File: src/rtl/systolic_pkg.sv
// Shared constants and types for the systolic array drain path.
package systolic_pkg;

  localparam int unsigned D_W   = 8;
  localparam int unsigned N     = 3;
  localparam int unsigned RES_W = 2 * D_W;
  localparam int unsigned IDX_W = $clog2(N);
  localparam int unsigned CNT_W = $clog2(N + 1);

  typedef enum logic [1:0] {
    BankEmpty,
    BankFilling,
    BankFull,
    BankReading
  } bank_state_e;

endpackage

File: src/rtl/drain_bank.sv
// One N x N result bank: a write port per array row, a single random-access read port.
module drain_bank
  import systolic_pkg::*;
#(
  parameter int unsigned Width = RES_W,
  parameter int unsigned Dim   = N,
  parameter int unsigned IdxW  = IDX_W
) (
  input  logic                      clk_i,
  input  logic [Dim-1:0]            we_i,
  input  logic [Dim-1:0][IdxW-1:0]  wcol_i,
  input  logic [Dim-1:0][Width-1:0] wdata_i,
  input  logic [IdxW-1:0]           rrow_i,
  input  logic [IdxW-1:0]           rcol_i,
  output logic [Width-1:0]          rdata_o
);

  logic [Width-1:0] mem_q [Dim][Dim];

  // Data storage needs no reset; validity is tracked by the bank state in the collector.
  always_ff @(posedge clk_i) begin
    for (int k = 0; k < Dim; k++) begin
      if (we_i[k]) begin
        mem_q[k][wcol_i[k]] <= wdata_i[k];
      end
    end
  end

  assign rdata_o = mem_q[rrow_i][rcol_i];

endmodule

File: src/rtl/systolic_drain_collector.sv
// Reassembles right-to-left row drain streams into double-buffered N x N tiles and
// streams completed tiles out in row-major order over a valid/ready handshake.
module systolic_drain_collector #(
  parameter int unsigned D_W = systolic_pkg::D_W,
  parameter int unsigned N   = systolic_pkg::N
) (
  input  logic                      clk,
  input  logic                      rst_n,
  input  logic [N-1:0][2*D_W-1:0]   m2,
  input  logic [N-1:0]              valid_m2,
  output logic [2*D_W-1:0]          out_data,
  output logic [$clog2(N)-1:0]      out_row,
  output logic [$clog2(N)-1:0]      out_col,
  output logic                      out_last,
  output logic                      out_valid,
  input  logic                      out_ready,
  output logic                      tile_done,
  output logic                      overflow,
  output logic                      proto_err
);
  import systolic_pkg::*;

  localparam int unsigned ResW = 2 * D_W;
  localparam int unsigned IdxW = $clog2(N);
  localparam int unsigned CntW = $clog2(N + 1);

  bank_state_e             st_q [2];
  bank_state_e             st_d [2];
  logic                    fill_q, fill_d, rd_bank_q, rd_bank_d;
  logic [N-1:0][CntW-1:0]  cnt_q, cnt_d;
  logic [IdxW-1:0]         rd_row_q, rd_row_d, rd_col_q, rd_col_d;
  logic                    tile_done_q, ovf_q, ovf_d, perr_q, perr_d;
  logic [N-1:0]            beat_ok;
  logic [N-1:0][IdxW-1:0]  wcol;
  logic                    filling, complete, accept, at_last, last_acc;
  logic [ResW-1:0]         rdata [2];

  always_ff @(posedge clk) begin
    if (!rst_n) begin
      st_q[0]     <= BankFilling;
      st_q[1]     <= BankEmpty;
      fill_q      <= 1'b0;
      rd_bank_q   <= 1'b0;
      cnt_q       <= '0;
      rd_row_q    <= '0;
      rd_col_q    <= '0;
      tile_done_q <= 1'b0;
      ovf_q       <= 1'b0;
      perr_q      <= 1'b0;
    end else begin
      st_q        <= st_d;
      fill_q      <= fill_d;
      rd_bank_q   <= rd_bank_d;
      cnt_q       <= cnt_d;
      rd_row_q    <= rd_row_d;
      rd_col_q    <= rd_col_d;
      tile_done_q <= complete;
      ovf_q       <= ovf_d;
      perr_q      <= perr_d;
    end
  end

  // Beat acceptance and per-row column counters for the fill bank.
  always_comb begin
    filling  = (st_q[fill_q] == BankFilling);
    cnt_d    = cnt_q;
    beat_ok  = '0;
    wcol     = '0;
    ovf_d    = ovf_q;
    perr_d   = perr_q;
    complete = filling;
    for (int k = 0; k < N; k++) begin
      wcol[k] = IdxW'(N - 1) - IdxW'(cnt_q[k]);
      if (valid_m2[k]) begin
        if (!filling) begin
          ovf_d = 1'b1;
        end else if (cnt_q[k] == CntW'(N)) begin
          perr_d = 1'b1;
        end else begin
          beat_ok[k] = 1'b1;
          cnt_d[k]   = cnt_q[k] + 1'b1;
        end
      end
      if (cnt_d[k] != CntW'(N)) complete = 1'b0;
    end
    if (complete) cnt_d = '0;
  end

  assign at_last  = (rd_row_q == IdxW'(N - 1)) && (rd_col_q == IdxW'(N - 1));
  assign accept   = out_valid && out_ready;
  assign last_acc = accept && at_last;

  // Bank state machines: fill and read pointers alternate strictly between the two banks.
  always_comb begin
    st_d      = st_q;
    fill_d    = fill_q;
    rd_bank_d = rd_bank_q;
    if (last_acc) begin
      st_d[rd_bank_q] = BankEmpty;
      rd_bank_d       = ~rd_bank_q;
      if (st_q[~rd_bank_q] == BankFull) st_d[~rd_bank_q] = BankReading;
    end
    if (complete) begin
      st_d[fill_q] = (st_q[~fill_q] == BankReading && !last_acc) ? BankFull : BankReading;
      if (st_q[~fill_q] == BankEmpty || last_acc) begin
        st_d[~fill_q] = BankFilling;
        fill_d        = ~fill_q;
      end
    end else if (!filling && last_acc) begin
      // Freed bank takes over filling; beats sampled on this edge were already dropped.
      st_d[rd_bank_q] = BankFilling;
      fill_d          = rd_bank_q;
    end
  end

  always_comb begin
    rd_row_d = rd_row_q;
    rd_col_d = rd_col_q;
    if (accept) begin
      if (rd_col_q == IdxW'(N - 1)) begin
        rd_col_d = '0;
        rd_row_d = (rd_row_q == IdxW'(N - 1)) ? '0 : rd_row_q + 1'b1;
      end else begin
        rd_col_d = rd_col_q + 1'b1;
      end
    end
  end

  for (genvar b = 0; b < 2; b++) begin : g_bank
    drain_bank #(
      .Width (ResW),
      .Dim   (N),
      .IdxW  (IdxW)
    ) u_bank (
      .clk_i   (clk),
      .we_i    (beat_ok & {N{fill_q == 1'(b)}}),
      .wcol_i  (wcol),
      .wdata_i (m2),
      .rrow_i  (rd_row_q),
      .rcol_i  (rd_col_q),
      .rdata_o (rdata[b])
    );
  end

  always_comb begin
    out_valid = (st_q[rd_bank_q] == BankReading);
    out_data  = out_valid ? rdata[rd_bank_q] : '0;
    out_row   = rd_row_q;
    out_col   = rd_col_q;
    out_last  = out_valid && at_last;
    tile_done = tile_done_q;
    overflow  = ovf_q;
    proto_err = perr_q;
  end

endmodule
File: config.mk
export PLATFORM = sky130hd
export DESIGN_NAME = systolic_drain_collector
export DESIGN_NICKNAME = d
export VERILOG_FILES = /design/src/rtl/systolic_pkg.sv /design/src/rtl/drain_bank.sv /design/src/rtl/systolic_drain_collector.sv
export SDC_FILE = /design/constraint.sdc
export NUM_CORES = 1
export LEC_CHECK = 0
export BUFFER_PORTS_ARGS = -buffer_cell sky130_fd_sc_hd__buf_4
export CAP_MARGIN = 20
export CORE_MARGIN = 3
export CORE_UTILIZATION = 29
export DETAILED_ROUTE_END_ITERATION = 8
export SLEW_MARGIN = 0
export SYNTH_ARGS = -nofsm -noshare
export SYNTH_HDL_FRONTEND = slang
export SYNTH_HIERARCHICAL = 1
export SYNTH_SLANG_ARGS = --single-unit
File: constraint.sdc
create_clock -name clk -period 5.2 [get_ports clk]
set_clock_uncertainty 0.05 [all_clocks]
set_input_delay 1.04 -clock clk [delete_from_list [all_inputs] [get_ports clk]]
set_output_delay 1.04 -clock clk [all_outputs]
set_load 0.03 [all_outputs]
==> flow_summary.yaml <==
status:
  status: "complete, no violations"
placement:
  hpwl_um: 21050
  gp_congestion: 0.7610
  io_buffers: 78
  placedInstanceArea_um2: 14680
die:
  die_h_um: 221.0
  dieArea_um2: 48820
  core-area_um2: 45480
  io_pins: 79
  die_w_um: 221.0
  rows: 78
  start_util_pct: 29.46
pwr:
  power.total_mw: 5.296
  p_leak_nw: 5.321
  peakVddDrop_v: 0.0002216
  power_density_nw_per_um2: 336.7
global_route:
  grt_overflow_total: 0
  grt_util_all_layers_pct: 13.60
  grt_pass1_vias: 7640
  grt_pass1_wl_um: 50310
  antenna_found_initial: 0
  grt_max_degree: 65
critical_path:
  cp_max_fo: 64
  critPathKind: "flop to primary output"
  regToRegStartpoint: "st_q[2]"
  path_depth: 6
  end_kind: "primary output"
  slowest_stage: "dfxtp_4"
  slowest_delay_ps: 940
  required_ps: 4110
  cp_top_family: "flip-flops"
  critPathBufInv: 2
  r2r_cells: 3
  worstReg2RegEnd: "g_bank[0].u_bank/mem_q[2][17]"
  r2r_setup_slack_ps: 2570
  arrival_ps: 3030
  crit_path_cell_trace: "buf_12 -> a211oi_1 -> o311ai_1 -> mux2i_1 -> nor2_1 -> buf_4"
  cp-start-kind: "flop"
worst_hold_path:
  holdPathEnd: "proto_err"
  hold_path.class: "flop to flop"
  whs_path_depth: 1
  worstHoldStart: "proto_err"
clock_network:
  hold_buffers: 0
  clock-sinks: 307
  cts_tree: "yes"
  cts-root-buf: "clkbuf_16"
  clockBufferDepth: 3
  post_cts_resize_count: 0
  clock_latency_ps: 580
  cts_max_level: 1
  cts_setup_buffers: 0
  clk_pin_slew_worst_paths_ps: 60
  cts_buffers: 30
finish:
  final-seq-area_um2: 9036
  nets: 991
  n_fill_cell: 4422
  drive_gt1_share_pct: 27.64
  multi_input_area_um2: 4004
  diodes: 0
  fin_area_um2: 15730
  syn2layout_area_growth_pct: 17.41
sta:
  hold-worst-slack_ps: 421.9
  finalSetupTns_ps: 0
  hold_viol: 0
  finalSetupViolCount: 0
  rsz0062_at_grt: "false"
  slew_violations: 0
  fin_crit_ps: 4123
  finalCritPeriodShare_pct: 79.30
  maxSlewHeadroom_pct: 27.35
  fmax_mhz: 242.5
  tightest_slew_ps: 1090
route:
  ant_nets: 0
  drt_iter0_markers: 520
  via_count: 7521
  viasPerCell: 4.859
  drc_errors: 0
  routed_wl_um: 34240
  drt_pass1_iterations: 7
  wire_per_inst_um: 22.12
flow_run:
  max-cap-violations: 0
yosys:
  synth_cells: 842
  seq_area_frac_synth_pct: 67.38
  ys_types: 62
  syn_avg_cell_area_um2: 15.91
  ys_ff_latch: 307
  syn_nets: 905
  synth_edf_count: 288
  synth_ff_type: "edfxtp_1"
  synthArstFlopShare_pct: 0
  synth_warnings: 6
  netlist_area_um2: 13400
==> stage by stage <==
stage                     util [%]  std cells  worst slack (ps)
final                        34.59       1548              1077
after global routing         34.59       1548             909.9
after CTS                    34.53       1547              1038
after detailed placement     32.27       1495              1665
after global placement       32.20       1493              1676
after floorplan                  -        842              2061
==> synth_stat cells (all sizes together) (4+ instances only) <==
master	number	area share, %
buf	40	2.3
nand2	20	0.68
a31oi	4	0.19
inv	14	0.43
nand3b	4	0.25
o211ai	36	3.1
a211oi	32	1.8
nand2b	38	1.8
dfxtp	19	2.8
nor2b	37	1.7
mux2	64	6.9
o311ai	4	0.26
and3b	10	0.66
a21oi	12	0.45
o221ai	28	1.8
o21ai	36	1.3
clkbuf	13	0.38
nor2	37	1.0
edfxtp	288	65
mux2i	46	3.4
nor3b	8	0.45
ha	9	0.84
or3b	4	0.26
==> power breakdown <==
part | switching (mW) | internal [mW]
Sequential | 0.0220 | 2.78
Clock | 0.923 | 1.35
Combinational | 0.140 | 0.0792
Total | 1.08 | 4.21
==> cell families (layout without fill, tap and decap cells) <==
family	count (synthesis)	count (layout)	share of synthesized area, %
buf+inv	68	174	3.128
fa+ha+maj	9	9	0.8404
mux	110	110	10.38
simple gates	180	180	8.208
flops	307	307	67.38
compound gates	168	168	10.06
==> sequential cells by signal, summed over array words and instances (netlist names) <==
signal / flops
overflow: 1
out_row: 2
out_col: 2
proto_err: 1
g_bank.u_bank/mem_q: 288
tile_done: 1
cnt_q: 6
rd_bank_q: 1
fill_q: 1
st_q: 4
==> final cells by class <==
type                            instances  share of cell area [%]
Clock buffer                           34                   4.868
Sequential cell                       307                   57.44
Clock inverter                         18                   1.670
Timing Repair Buffer                  107                   5.408
Inverter                               15                  0.3897
Multi-Input combinational cell        467                   25.45
Tap cell                              600                   4.772
==> worst max-delay path by stage <==
stage           startpoint                       endpoint  slack [ps]
2_1_floorplan  valid_m2[1]  g_bank[0].u_bank/mem_q[1][32]        2060
3_3_place_gp    out_row[0]                    out_data[7]        1680
3_5_place_dp    out_row[0]                    out_data[8]        1660
4_1_cts         out_row[1]                   out_data[12]        1040
5_1_grt         out_row[0]                    out_data[8]         910
6_report        out_row[0]                    out_data[7]        1080
==> metal layers <==
layer	vias to the layer above	global-route usage (%)	share of wire, %
li1	3448	-	-
met1	3821	18.06	44
met2	195	23.25	50
met3	57	1.844	4.4
met4	0	4.051	2.4
met5	-	0	0
==> cell usage in the layout, fill, tap and decap left out, drive strengths merged, types with 6 or more instances in the layout <==
cell type  instances
clkinv            12
inv               15
edfxtp           288
dfxtp             19
nand2b            38
nor2b             37
a211oi            32
buf              107
nor2              37
o21ai             36
nor3b              8
a21oi             12
mux2              64
mux2i             46
o211ai            36
and3b             10
o221ai            28
clkbuf            34
nand2             20
ha                 9
bufinv             6
No activity file was read; power rests on OpenSTA's default activity.
